File: config.mk
export PLATFORM = sky130hd
export DESIGN_NAME = dac_spi_scheduler
export DESIGN_NICKNAME = d
export VERILOG_FILES = /design/src/rtl/dac_spi_scheduler.sv
export SDC_FILE = /design/constraint.sdc
export NUM_CORES = 1
export LEC_CHECK = 0
export CAP_MARGIN = 40
export CORE_MARGIN = 5
export CORE_UTILIZATION = 51
export CTS_CLUSTER_DIAMETER = 40
export DETAILED_ROUTE_END_ITERATION = 10
export GPL_ROUTABILITY_DRIVEN = 0
export GPL_TIMING_DRIVEN = 1
export PLACE_DENSITY = 0.9
export SETUP_SLACK_MARGIN = 0.02
export SLEW_MARGIN = 20
export SYNTH_ARGS = -nofsm -noshare
export SYNTH_HDL_FRONTEND = slang
export SYNTH_SLANG_ARGS = --single-unit
File: constraint.sdc
create_clock -name i_Clock -period 2.92 [get_ports i_Clock]
set_input_delay 0.876 -clock i_Clock [delete_from_list [all_inputs] [get_ports i_Clock]]
set_output_delay 0.876 -clock i_Clock [all_outputs]
set_load 0.02 [all_outputs]
File: src/rtl/dac_spi_scheduler.sv
// Owns the DAC SPI transmitter: sends the init word sequence after reset, then
// arbitrates between stereo sample pairs and raw control words.
module dac_spi_scheduler #(
  parameter logic [7:0]  CHANNEL_A      = 8'h31,
  parameter logic [7:0]  CHANNEL_B      = 8'h32,
  parameter int unsigned INIT_COUNT     = 2,
  parameter logic [23:0] INIT_WORD_0    = 24'h3C0000,
  parameter logic [23:0] INIT_WORD_1    = 24'h300000,
  parameter logic [23:0] INIT_WORD_2    = 24'h000000,
  parameter logic [23:0] INIT_WORD_3    = 24'h000000,
  parameter int unsigned CTRL_STARVE    = 4,
  parameter int unsigned TIMEOUT_CYCLES = 255
) (
  input  logic        i_Clock,
  input  logic        i_Reset,
  input  logic        i_Sample_Req,
  input  logic [15:0] i_Sample_A,
  input  logic [15:0] i_Sample_B,
  output logic        o_Sample_Ack,
  input  logic        i_Ctrl_Req,
  input  logic [23:0] i_Ctrl_Data,
  output logic        o_Ctrl_Ack,
  output logic [23:0] o_DAC_Data,
  output logic        o_DAC_Send,
  input  logic        i_DAC_Ready,
  output logic        o_Init_Done,
  output logic        o_Busy,
  output logic        o_Error
);

  localparam int unsigned SW = $clog2(CTRL_STARVE + 1);
  localparam int unsigned TW = $clog2(TIMEOUT_CYCLES + 1);

  typedef enum logic [2:0] {
    S_START,
    S_IDLE,
    S_SEND,
    S_WAIT_BUSY,
    S_WAIT_DONE
  } state_t;

  state_t        state_q, state_d;
  logic [1:0]    idx_q, idx_d;
  logic [SW-1:0] starve_q, starve_d;
  logic [TW-1:0] tcnt_q, tcnt_d;
  logic          pend_b_q, pend_b_d;
  logic [15:0]   samp_b_q, samp_b_d;
  logic [23:0]   data_d;
  logic          send_d, sack_d, cack_d, init_done_d, busy_d, err_d;

  logic grant_ctrl, grant_samp, last_init, timeout_hit;

  function automatic logic [23:0] init_word(input logic [1:0] i);
    case (i)
      2'd0:    return INIT_WORD_0;
      2'd1:    return INIT_WORD_1;
      2'd2:    return INIT_WORD_2;
      default: return INIT_WORD_3;
    endcase
  endfunction

  // Control wins only when samples are idle or control has waited CTRL_STARVE pairs.
  assign grant_ctrl  = i_Ctrl_Req && (!i_Sample_Req || starve_q == SW'(CTRL_STARVE));
  assign grant_samp  = i_Sample_Req && !grant_ctrl;
  assign last_init   = (idx_q == 2'(INIT_COUNT - 1));
  assign timeout_hit = (tcnt_q == TW'(TIMEOUT_CYCLES - 1));

  always_ff @(posedge i_Clock) begin
    if (i_Reset) begin
      state_q      <= S_START;
      idx_q        <= '0;
      starve_q     <= '0;
      tcnt_q       <= '0;
      pend_b_q     <= 1'b0;
      samp_b_q     <= '0;
      o_DAC_Data   <= '0;
      o_DAC_Send   <= 1'b0;
      o_Sample_Ack <= 1'b0;
      o_Ctrl_Ack   <= 1'b0;
      o_Init_Done  <= 1'b0;
      o_Busy       <= 1'b0;
      o_Error      <= 1'b0;
    end else begin
      state_q      <= state_d;
      idx_q        <= idx_d;
      starve_q     <= starve_d;
      tcnt_q       <= tcnt_d;
      pend_b_q     <= pend_b_d;
      samp_b_q     <= samp_b_d;
      o_DAC_Data   <= data_d;
      o_DAC_Send   <= send_d;
      o_Sample_Ack <= sack_d;
      o_Ctrl_Ack   <= cack_d;
      o_Init_Done  <= init_done_d;
      o_Busy       <= busy_d;
      o_Error      <= err_d;
    end
  end

  always_comb begin
    state_d = state_q;
    case (state_q)
      S_START:     if (i_DAC_Ready) state_d = S_SEND;
      S_IDLE:      if (grant_ctrl || grant_samp) state_d = S_SEND;
      S_SEND:      state_d = S_WAIT_BUSY;
      S_WAIT_BUSY: begin
        if (!i_DAC_Ready)     state_d = S_WAIT_DONE;
        else if (timeout_hit) state_d = S_IDLE;
      end
      S_WAIT_DONE: begin
        if (i_DAC_Ready) begin
          if (pend_b_q || (!o_Init_Done && !last_init)) state_d = S_SEND;
          else                                           state_d = S_IDLE;
        end
      end
      default:     state_d = S_START;
    endcase
  end

  // Outputs are registered; this block computes their next values.
  always_comb begin
    idx_d       = idx_q;
    starve_d    = starve_q;
    tcnt_d      = tcnt_q;
    pend_b_d    = pend_b_q;
    samp_b_d    = samp_b_q;
    data_d      = o_DAC_Data;
    send_d      = o_DAC_Send;
    sack_d      = 1'b0;
    cack_d      = 1'b0;
    init_done_d = o_Init_Done;
    err_d       = o_Error;
    busy_d      = (state_d != S_IDLE);
    case (state_q)
      S_START: begin
        if (i_DAC_Ready) data_d = init_word(idx_q);
      end
      S_IDLE: begin
        if (grant_ctrl) begin
          data_d   = i_Ctrl_Data;
          cack_d   = 1'b1;
          starve_d = '0;
        end else if (grant_samp) begin
          data_d   = {CHANNEL_A, i_Sample_A};
          samp_b_d = i_Sample_B;
          pend_b_d = 1'b1;
          sack_d   = 1'b1;
          starve_d = i_Ctrl_Req ? starve_q + SW'(1) : '0;
        end
      end
      S_SEND: begin
        send_d = 1'b1;
        tcnt_d = '0;
      end
      S_WAIT_BUSY: begin
        if (!i_DAC_Ready) begin
          send_d = 1'b0;
        end else if (timeout_hit) begin
          send_d      = 1'b0;
          err_d       = 1'b1;
          pend_b_d    = 1'b0;
          init_done_d = 1'b1;
        end else begin
          tcnt_d = tcnt_q + TW'(1);
        end
      end
      S_WAIT_DONE: begin
        if (i_DAC_Ready) begin
          if (pend_b_q) begin
            data_d   = {CHANNEL_B, samp_b_q};
            pend_b_d = 1'b0;
          end else if (!o_Init_Done && !last_init) begin
            idx_d  = idx_q + 2'd1;
            data_d = init_word(idx_q + 2'd1);
          end else if (!o_Init_Done) begin
            init_done_d = 1'b1;
          end
        end
      end
      default: ;
    endcase
  end

endmodule

Word-level counts from Yosys, hierarchy flattened
Index checks and enable logic that the tools add are counted.
{"block": "word_totals", "memories": 0, "ramBits": 0, "latch_bits": 0, "romBits": 0, "out_inout_bits": 30, "input_bits": 61, "regBits": 63}
{"block": "op_classes", "n_addsub": 3, "div_mod_pow": 0, "n_shift": 0, "muxes": 38, "multipliers": 0, "bitwise_logic": 3, "n_eq_ne": 21, "magnitude_cmp": 0, "reduce_logical": 29}
{"operator": "2-to-1 mux 24 bit", "n": 6}
{"operator": "one-hot mux 22 bit (2 select lines)", "n": 2}
{"operator": "one-hot mux 24 bit (3 select lines)", "n": 1}
{"operator": "2-to-1 mux 3 bit", "n": 8}
{"operator": "!= test 2 bit (second input constant)", "n": 9}
{"operator": "2-to-1 mux 8 bit", "n": 2}
{"operator": "one-hot mux 8 bit (2 select lines)", "n": 1}
{"operator": "one-hot mux 3 bit (5 select lines)", "n": 1}
{"operator": "2-to-1 mux 1 bit", "n": 13}
{"operator": "AND reduction 6 bit", "n": 2}
{"operator": "!= test 3 bit (second input constant)", "n": 3}
{"operator": "AND reduction 3 bit", "n": 3}
{"operator": "adder 8 x 1 -> 8 bit (second input constant)", "n": 1}
{"operator": "== test 8 bit (second input constant)", "n": 1}
{"operator": "== test 3 x 2 -> 1 bit (second input constant)", "n": 2}
{"operator": "== test 3 bit (second input constant)", "n": 2}
{"operator": "nonzero test 2 bit", "n": 3}
{"operator": "nonzero test 3 bit", "n": 2}
{"operator": "AND reduction 5 bit", "n": 1}
{"operator": "== test 2 x 1 -> 1 bit (second input constant)", "n": 2}
{"operator": "logical NOT 1 bit", "n": 4}
{"operator": "logical NOT 2 bit", "n": 2}
{"operator": "one-hot mux 1 bit (2 select lines)", "n": 2}
{"operator": "AND reduction 2 bit", "n": 2}
{"operator": "other kinds (13)", "n": 19}

Logic depth before layout (Yosys ltp)
Gate-level depths: netlist (run 1).
{"block": "depth", "ltp_word": 9, "mapped_depth": 8}

Worst setup path after synthesis (run 1)
No wires, ideal clock.
{"block": "synth_path", "path_type": "input -> register", "start": "input port i_DAC_Ready", "end": "register tcnt_q[2]", "arrival_ps": 1992, "setup_time_ps": 86, "setup_slack_ps": 843, "stages": 6, "t_required_ps": 2834, "cell_sequence": "buf_4 > and4b_1 > buf_4 > o21ai_2 > mux2_2 > a211oi_1"}
{"block": "synth_between", "elab_chain_len": 2}
{"element": "start, declared", "line_no": "25", "source": "input logic i_DAC_Ready,"}
{"element": "!= test 2 bit (no source line)"}
{"element": "AND reduction 3 bit (no source line)"}
{"element": "end signal, assigned", "line_no": "87", "source": "tcnt_q <= tcnt_d;"}
{"element": "end, declared", "line_no": "45", "source": "logic [TW-1:0] tcnt_q, tcnt_d;"}
No other way between the ends.
A chain may end at the register's enable or synchronous reset.

Final worst setup path (run 1)
{"block": "layout_path", "start": "input port i_DAC_Ready", "end": "register tcnt_q[7]"}
Same word-level chain as after synthesis.

==> results.json, run 1 <==
{
  "ant_nets": 0,
  "seq_area_sq_um": 1260,
  "grt_use_total": 0.240,
  "rsz0062_at_grt": "no",
  "final_common_cell": "clkdlybuf4s50_1",
  "syn_to_final_growth_pct": 36.9,
  "cp_slowest_stage_delay_ns": 0.56,
  "swShare": 0.267,
  "antennaDiodeCount": 0,
  "drt-pass1-iter-count": 5,
  "clockPowerShare": 0.367,
  "grt_pass1_vias": 2995,
  "clk_pin_slew_ns": 0.06,
  "vdd_drop_max_mv": 0.332,
  "startpoint_type": "input pin",
  "cts_tree": "done",
  "grt-ovfl-total": 0,
  "synthesis.nets": 423,
  "layout_setup_ws_ns": 0.592,
  "die_h_um": 89.1,
  "synth-seq-cells": 63,
  "synth-main-ff-cell": "dfxtp_1",
  "crit_slowest_cell": "clkdlybuf4s50_1",
  "worstMarginPinSlew_ns": 0.813,
  "cp.required_ns": 3.19,
  "route.detailed.drc": 0,
  "relSlewSlack": 0.457,
  "dpl.cell_count": 508,
  "async_flop_share": 0,
  "period_share": 0.797,
  "drt-total-wl_um": 9380,
  "cts_max_path_buffers": 2,
  "finalPower_mw": 2.02,
  "initial_core_util": 0.532,
  "core_sq_um": 5990,
  "syn_area_sq_um": 3190,
  "p_leak_nw": 1.64,
  "avgSynthCellArea_sq_um": 8.98,
  "hp-class": "flop to flop",
  "fin_cells": 526,
  "avgRoutedWirePerCell_um": 17.8,
  "p_int_mw": 1.48,
  "worst_hold_slack_ns": 0.480,
  "die_area_sq_um": 7930,
  "setup_tns_ns": 0,
  "power_frac_seq": 0.458,
  "grt_antenna_before_repair": 0,
  "hold_path_depth": 2,
  "htree_levels": 3,
  "fin_worst_skew_ns": 0.00581,
  "cp.arrival_ns": 2.60,
  "worstSkewPairLatency_ns": 0.34,
  "min_from": "starve_q[0]$_SDFFE_PP0P_",
  "rows": 28,
  "drv_cap": 0,
  "synthCells": 355,
  "synth_edf_count": 0,
  "reg2regPathDepth": 3,
  "drtIter0Drc": 245,
  "design_area_sq_um": 4370,
  "yosysSeqAreaShare": 0.396,
  "cts_root_buf": "clkbuf_8",
  "max_freq_mhz": 429,
  "hold_end": "starve_q[0]$_SDFFE_PP0P_",
  "drive_gt1_frac": 0.0998,
  "clock-sinks": 63,
  "numPortBuffers": 90,
  "path_cells": "clkdlybuf4s50_1 -> and4b_1 -> a21oi_2 -> or4_1 -> a21oi_1",
  "status": "finished clean",
  "final_cell_mix": "clkdlybuf4s50_1 (90), dfxtp_1 (63), nand2_1 (45), o211ai_1 (34), nor2_1 (30)",
  "multi_input_area_sq_um": 1760,
  "layout_min_cycle_time_ns": 2.33,
  "ys_warn_count": 0,
  "end_kind": "flop",
  "ctsHoldBuffers": 0,
  "final_hold_viol_count": 0,
  "synth_cell_types": 56,
  "ios": 91,
  "nets": 514,
  "cp_max_fo": 6,
  "pre_cts_slack_ns": 0.205,
  "power_density_nw_per_um2": 462,
  "cts_buffers": 9,
  "r2r-end": "o_DAC_Data[15]$_SDFFE_PP0P_",
  "dp_hpwl_um": 6890,
  "cts_setup_buffers": 0,
  "utilization": 0.729,
  "grt_pass1_wl_um": 14700,
  "crit_type": "input pin to flop",
  "switchingPower_uw": 537,
  "die_x_um": 89.1,
  "r2r_slack_ns": 0.65,
  "post_cts_resized": 0,
  "r2r_start": "state_q[1]$_SDFF_PP0_",
  "vias_per_cell": 5.95,
  "report.final.setup_viol": 0,
  "fill_cells": 430,
  "slew_violations": 0,
  "placed_area_sq_um": 4150,
  "power.share.combinational": 0.176,
  "vias": 3131,
  "grt_max_degree": 42
}
==> flip-flops by register name, indices dropped and copies added, names as in the netlist <==
register and cells:
state_q 3, o_DAC_Send 1, o_Ctrl_Ack 1, pend_b_q 1, o_Init_Done 1, o_Busy 1, o_DAC_Data 24, samp_b_q 16
starve_q 3, o_Error 1, tcnt_q 8, idx_q 2, o_Sample_Ack 1
==> worst max-delay path, delay by kind of cell <==
family / cells / cell delay (ns)
AND/OR/NAND/NOR: 2 / 0.89
AO/OA/AOI/OAI: 2 / 0.28
buffers and inverters: 1 / 0.56
==> per-layer routing <==
layer  share of wire  GRT usage  vias to the layer above
li1                -          -                     1495
met1            0.41      0.312                     1469
met5               0          0                        -
met2            0.50      0.393                      141
met3           0.061     0.0295                       26
met4           0.030      0.116                        0
==> worst max-delay path by stage <==
stage / start / to / slack (ns) / cells after the start
floorplan: i_DAC_Ready / tcnt_q[2]$_SDFFE_PP0P_ / 0.84 / 6
global placement: i_Ctrl_Req / o_DAC_Data[11]$_SDFFE_PP0P_ / 0.29 / 5
detailed placement: i_Ctrl_Req / o_DAC_Data[15]$_SDFFE_PP0P_ / 0.20 / 5
CTS: i_Ctrl_Req / o_DAC_Data[15]$_SDFFE_PP0P_ / 0.53 / 5
global route: i_Sample_Req / o_DAC_Data[20]$_SDFFE_PP0P_ / 0.48 / 7
finish: i_DAC_Ready / tcnt_q[7]$_SDFFE_PP0P_ / 0.59 / 5
==> synth_stat cells (3+ instances only) <==
cell | count | area share
dfxtp_1 | 63 | 0.40
nand2_1 | 45 | 0.053
o211ai_1 | 34 | 0.080
nor2_1 | 30 | 0.035
a22o_1 | 18 | 0.049
mux2i_1 | 17 | 0.053
a21oi_1 | 12 | 0.019
buf_4 | 10 | 0.024
inv_1 | 9 | 0.011
nand3_1 | 8 | 0.013
buf_2 | 7 | 0.011
clkbuf_1 | 7 | 0.0082
ha_1 | 7 | 0.027
o31ai_1 | 7 | 0.016
a31oi_1 | 6 | 0.012
o21ai_0 | 6 | 0.0094
a311oi_1 | 5 | 0.014
nor2b_1 | 5 | 0.0098
a22oi_1 | 4 | 0.0094
nand4_1 | 4 | 0.0078
nand2b_1 | 3 | 0.0059
nor3_1 | 3 | 0.0047
o21a_1 | 3 | 0.0071
o31a_1 | 3 | 0.0082
or4_1 | 3 | 0.0071
==> power by group through the flow <==
stage | registers [mW] | logic (mW) | clock network, mW
after global routing | 0.925 | 0.379 | 0.787
after global placement | 0.938 | 0.338 | 0
after detailed placement | 0.939 | 0.345 | 0
final | 0.923 | 0.354 | 0.739
after floorplan | 0.935 | 0.190 | 0
after CTS | 0.921 | 0.349 | 0.743
==> cell type report <==
type / count / area share
multi-input cells: 256 / 0.403
flip-flops and latches: 63 / 0.289
repair buffers: 105 / 0.234
inverters: 11 / 0.00946
well taps: 75 / 0.0215
clock inverters: 4 / 0.0103
clock buffers: 12 / 0.0332
==> cell families (layout without fill, tap and decap cells) <==
kind of cell	Yosys count	count (layout)	synth area share
flip-flops	63	63	0.396
adder cells (fa/ha/maj)	7	7	0.0275
XOR/XNOR	3	3	0.00824
AO/OA/AOI/OAI	112	112	0.270
AND/OR/NAND/NOR	116	116	0.182
buffers and inverters	36	132	0.0593
multiplexers	18	18	0.0569
Note: power is estimated with default switching activity, not from simulation.
==> run 2, diff against run 1 <==
- CORE_UTILIZATION: 51 -> 48
- PLACE_DENSITY: 0.9 -> 0.85
- clock period: 2.92 -> 2.2 ns (I/O delays scaled with it)
==> run 2 against run 1 <==
  * Critical path depth rose by 2
  * Clock skew up 0.0073 ns
  * Power is 44% higher
  * Via count hardly changed
  * Utilization is 1.8 points lower
  * Cell count increased by 2.7%
  * Non-clock buffer count is 13 higher
  * Sequential power grew 31%
  * Setup slack got worse by 0.47 ns
  * Sequential share of layout area shrank 1.2 points
  * Clock-buffer cell count stayed put
  * Sequential cell count stayed put
  * Critical path type unchanged
  * Largest power group unchanged
==> results.json, run 2 (synthesis results as in run 1) <==
{
  "status": "finished clean",
  "regMostFlops": "o_DAC_Data",
  "avgRoutedWirePerCell_um": 16.8,
  "syn_to_final_growth_pct": 43.1,
  "setup_tns_ns": 0,
  "cp.arrival_ns": 2.31,
  "max_freq_mhz": 481,
  "cts_setup_buffers": 0,
  "rows": 29,
  "vias": 3134,
  "final_cell_mix": "clkdlybuf4s50_1 (90), dfxtp_1 (63), nand2_1 (45), o211ai_1 (34), nor2_1 (30)",
  "largest_reg_flops": 24,
  "fin_cells": 540,
  "ant_nets": 0,
  "crit_start": "i_Ctrl_Req",
  "worstMarginPinSlew_ns": 0.702,
  "drtIter0Drc": 246,
  "nets": 527,
  "layout_min_cycle_time_ns": 2.08,
  "drt-total-wl_um": 9100,
  "met3_usage": 0.0653,
  "final_common_cell": "clkdlybuf4s50_1",
  "drive_gt1_frac": 0.130,
  "die_x_um": 91.5,
  "r2r_slack_ns": 0.23,
  "grt_max_degree": 32,
  "startpoint_type": "input pin",
  "drv_cap": 0,
  "crit_type": "input pin to flop",
  "cp.required_ns": 2.42,
  "clock-sinks": 63,
  "period_share": 0.946,
  "dp_hpwl_um": 6690,
  "layout_setup_ws_ns": 0.119,
  "numPortBuffers": 90,
  "multi_input_area_sq_um": 1760,
  "report.final.setup_viol": 0,
  "final_hold_viol_count": 0,
  "r2r_start": "idx_q[1]$_SDFFE_PP0P_",
  "crit_slowest_cell": "clkdlybuf4s50_1",
  "path_cells": "clkdlybuf4s50_1 -> buf_4 -> clkinv_1 -> buf_12 -> nor2_1 -> nand3_1 -> a311oi_1",
  "cts_root_buf": "clkbuf_8",
  "fin_worst_skew_ns": 0.0131,
  "top_regs": "o_DAC_Data x24, samp_b_q x16, tcnt_q x8",
  "placed_area_sq_um": 4330,
  "route.detailed.drc": 0,
  "core_sq_um": 6420,
  "power_density_nw_per_um2": 636,
  "worstSkewPairLatency_ns": 0.34,
  "cp_max_fo": 16,
  "die_h_um": 91.5,
  "end_kind": "flop",
  "cts_buffers": 9,
  "r2r-end": "o_DAC_Data[5]$_SDFFE_PP0P_",
  "cts_tree": "done",
  "grt_use_total": 0.221,
  "crit_end": "o_DAC_Data[19]$_SDFFE_PP0P_",
  "rsz0062_at_grt": "no",
  "cp_slowest_stage_delay_ns": 0.47,
  "grt_antenna_before_repair": 0,
  "dpl.cell_count": 525,
  "relSlewSlack": 0.531,
  "ctsHoldBuffers": 0,
  "seq_area_sq_um": 1260,
  "clk_pin_slew_ns": 0.07,
  "htree_levels": 3,
  "initial_core_util": 0.496,
  "hp-class": "flop to flop",
  "ios": 91,
  "die_area_sq_um": 8370,
  "grt_pass1_wl_um": 15000,
  "busiest_layer": "met2",
  "cts_max_path_buffers": 2,
  "fill_cells": 466,
  "grt-ovfl-total": 0,
  "pre_cts_slack_ns": -0.244,
  "drt-pass1-iter-count": 4,
  "design_area_sq_um": 4560,
  "p_leak_nw": 1.74,
  "use_met2": 0.351,
  "reg2regPathDepth": 7,
  "grt_pass1_vias": 3082,
  "antennaDiodeCount": 0,
  "slew_violations": 0,
  "use_met1": 0.279,
  "vdd_drop_max_mv": 0.379,
  "vias_per_cell": 5.80
}
-- run 2: worst min-delay path by stage --
stage	start	endpoint	slack, ns	cells after the start
after floorplan	starve_q[0]$_SDFFE_PP0P_	starve_q[0]$_SDFFE_PP0P_	0.45	2
after CTS	o_DAC_Data[13]$_SDFFE_PP0P_	o_DAC_Data[13]$_SDFFE_PP0P_	0.48	1
after global placement	starve_q[0]$_SDFFE_PP0P_	starve_q[0]$_SDFFE_PP0P_	0.46	2
final	o_DAC_Data[16]$_SDFFE_PP0P_	o_DAC_Data[16]$_SDFFE_PP0P_	0.48	2
after global routing	o_DAC_Data[10]$_SDFFE_PP0P_	o_DAC_Data[10]$_SDFFE_PP0P_	0.50	1
after detailed placement	o_DAC_Data[13]$_SDFFE_PP0P_	o_DAC_Data[13]$_SDFFE_PP0P_	0.47	1
-- run 2: worst max-delay path, delay by kind of cell --
family / cells / cell delay (ns)
buffers and inverters: 4 / 0.87
AND/OR/NAND/NOR: 2 / 0.47
AO/OA/AOI/OAI: 1 / 0.30
-- run 2: repair_timing --
item | in CTS | in global routing
resized for setup | 0 | 1
endpoints found under the hold margin | 0 | 0
setup endpoints to repair | 0 | 2
-- run 2: power breakdown --
part / switching (mW) / internal [mW] / total, mW / leakage (nW)
Combinational: 0.255 / 0.271 / 0.526 / 1.12
Clock: 0.441 / 0.723 / 1.16 / 0.118
Sequential: 0.0333 / 1.18 / 1.21 / 0.510
-- run 2: layout make-up --
type | instances | area share
multi-input combinational | 256 | 0.387
tap | 77 | 0.0211
clock buffer | 12 | 0.0362
timing repair buffer | 118 | 0.256
inverter | 11 | 0.00905
clock inverter | 3 | 0.0143
sequential | 63 | 0.276
-- run 2: layer usage --
metal,wire length [um],share of wire
met1,3900,0.43
met2,4350,0.48
met3,618,0.068
met4,225,0.025
met5,0,0
-- run 2: stage by stage --
| stage | utilization | power, mW | hold WS, ns |
|---|---|---|---|
| finish | 0.710 | 2.90 | 0.477 |
| global route | 0.710 | 3.02 | 0.502 |
| CTS | 0.710 | 2.90 | 0.483 |
| detailed placement | 0.674 | 1.75 | 0.466 |
| global placement | 0.670 | 1.74 | 0.459 |
| floorplan | - | 1.49 | 0.449 |
==> RTL edit, RTL diff (config.mk and constraints of run 2) <==
`o_DAC_Data` no longer has a reset.
--- a/src/rtl/dac_spi_scheduler.sv
+++ b/src/rtl/dac_spi_scheduler.sv
@@ -73,7 +73,6 @@
       tcnt_q       <= '0;
       pend_b_q     <= 1'b0;
       samp_b_q     <= '0;
-      o_DAC_Data   <= '0;
       o_DAC_Send   <= 1'b0;
       o_Sample_Ack <= 1'b0;
       o_Ctrl_Ack   <= 1'b0;
@@ -87,7 +86,6 @@
       tcnt_q       <= tcnt_d;
       pend_b_q     <= pend_b_d;
       samp_b_q     <= samp_b_d;
-      o_DAC_Data   <= data_d;
       o_DAC_Send   <= send_d;
       o_Sample_Ack <= sack_d;
       o_Ctrl_Ack   <= cack_d;
@@ -95,6 +93,10 @@
       o_Busy       <= busy_d;
       o_Error      <= err_d;
     end
+  end
+
+  always_ff @(posedge i_Clock) begin
+    o_DAC_Data <= data_d;
   end
 
   always_comb begin
Check against the original RTL: not equivalent (a bounded check fails within 4 cycles, from zero or initial values and one cycle with i_Reset high).
==> RTL edit against run 2 <==
Wire length down 17%; die area fell by 5.9%; global-route usage decreased by 2.1 points; critical path depth fell by 6; sequential share of layout area increased by 8.2 points; total power fell by 0.52%; area after synthesis decreased by 6.6%; sequential power is 12% higher; sequential cell count is the same; design area decreased by 8.1%; setup slack better by 69 ps; largest cell class is now sequential cells.
==> RTL edit: results (changes against run 2) <==
- The placed wire-length estimate is 5640 um (-16%).
- The total placed instance area is 4010 um^2 (-7.4%).
- The tightest slew margin relative to the limit is 0.548 (+0.0168).
- The capture point of the worst path is o_Init_Done.
- The flow ran to the end, and the final reports show no timing, DRC or antenna violations.
- The global-route met3 utilization is 0.0391 (-0.0262).
- The fraction of area in registers is 0.358 (+0.0816).
- The layout inverter count without the clock tree is 9 (-2).
- The fill cell instance count of the final layout came to 442 (-5.2%).
- The maximum number of pins on one net before global-route repair came to 29 (-9.4%).
- The xor and xnor fraction of the mapped netlist area came to 0.00588 (-0.00236).
- After synthesis, the largest family of logic cells by area is simple AND/OR/NAND/NOR gates.
- The synthesized-area fraction occupied by ao, oa, aoi and oai cells is 0.121 (-0.149).
- The average routed wire per standard cell is 16.0 um (-5.0%).
- The met2 global-route usage is 0.364 (+0.0131).
- The relative area of non-clock buffer cells in the final design was 0.251 (-0.00490).
- The proportion of synthesized chip area in sequential cells is 0.504 (+0.109).
- The slack of the worst reg-to-reg path is 270 ps (+40 ps).
- The via total after detailed routing is 2550 (-19%).
- The shortest clock period the worst path allows after layout came to 2010 ps (-69.2 ps).
- The worst hold endpoint is o_DAC_Send$_SDFFE_PP0P_.
- The number of buffers other than clock buffers in the final layout came to 107 (-9.3%).
- The commonest cells after synthesis are sky130_fd_sc_hd__dfxtp_1, sky130_fd_sc_hd__mux2i_1, sky130_fd_sc_hd__nor2_1.
- The number of well taps is 75 (-2.6%).
- The final-stage net count is 461 (-13%).
- The total power consumption of the routed design was 2.88 mW (-0.52%).
- The number of flops mapped to enable cells by yosys is 24 (+24).
- The share of the final layout cell area in multi-input gates is 0.315 (-0.0713).
- The post-route worst hold slack is 478 ps (+1.40 ps).
- In this run the most critical hold path is launched from o_DAC_Send$_SDFFE_PP0P_.
- The layout clock buffer count is 10 (-2).
## RTL edit: cell count changes in the layout (fill, tap and decap cells not counted), moves of 4 or more
| cell | run 2 | this run |
|---|---|---|
| sky130_fd_sc_hd__o31ai_1 | 7 | 1 |
| sky130_fd_sc_hd__mux2i_1 | 17 | 37 |
| sky130_fd_sc_hd__a31oi_1 | 6 | 1 |
| sky130_fd_sc_hd__a21o_1 | 1 | 5 |
| sky130_fd_sc_hd__nand2_1 | 45 | 28 |
| sky130_fd_sc_hd__o21ai_0 | 6 | 24 |
| sky130_fd_sc_hd__edfxtp_1 | 0 | 24 |
| sky130_fd_sc_hd__o211ai_1 | 34 | 1 |
| sky130_fd_sc_hd__buf_4 | 22 | 15 |
| sky130_fd_sc_hd__a311oi_1 | 5 | 0 |
| sky130_fd_sc_hd__a22o_1 | 18 | 0 |
| sky130_fd_sc_hd__dfxtp_1 | 63 | 39 |
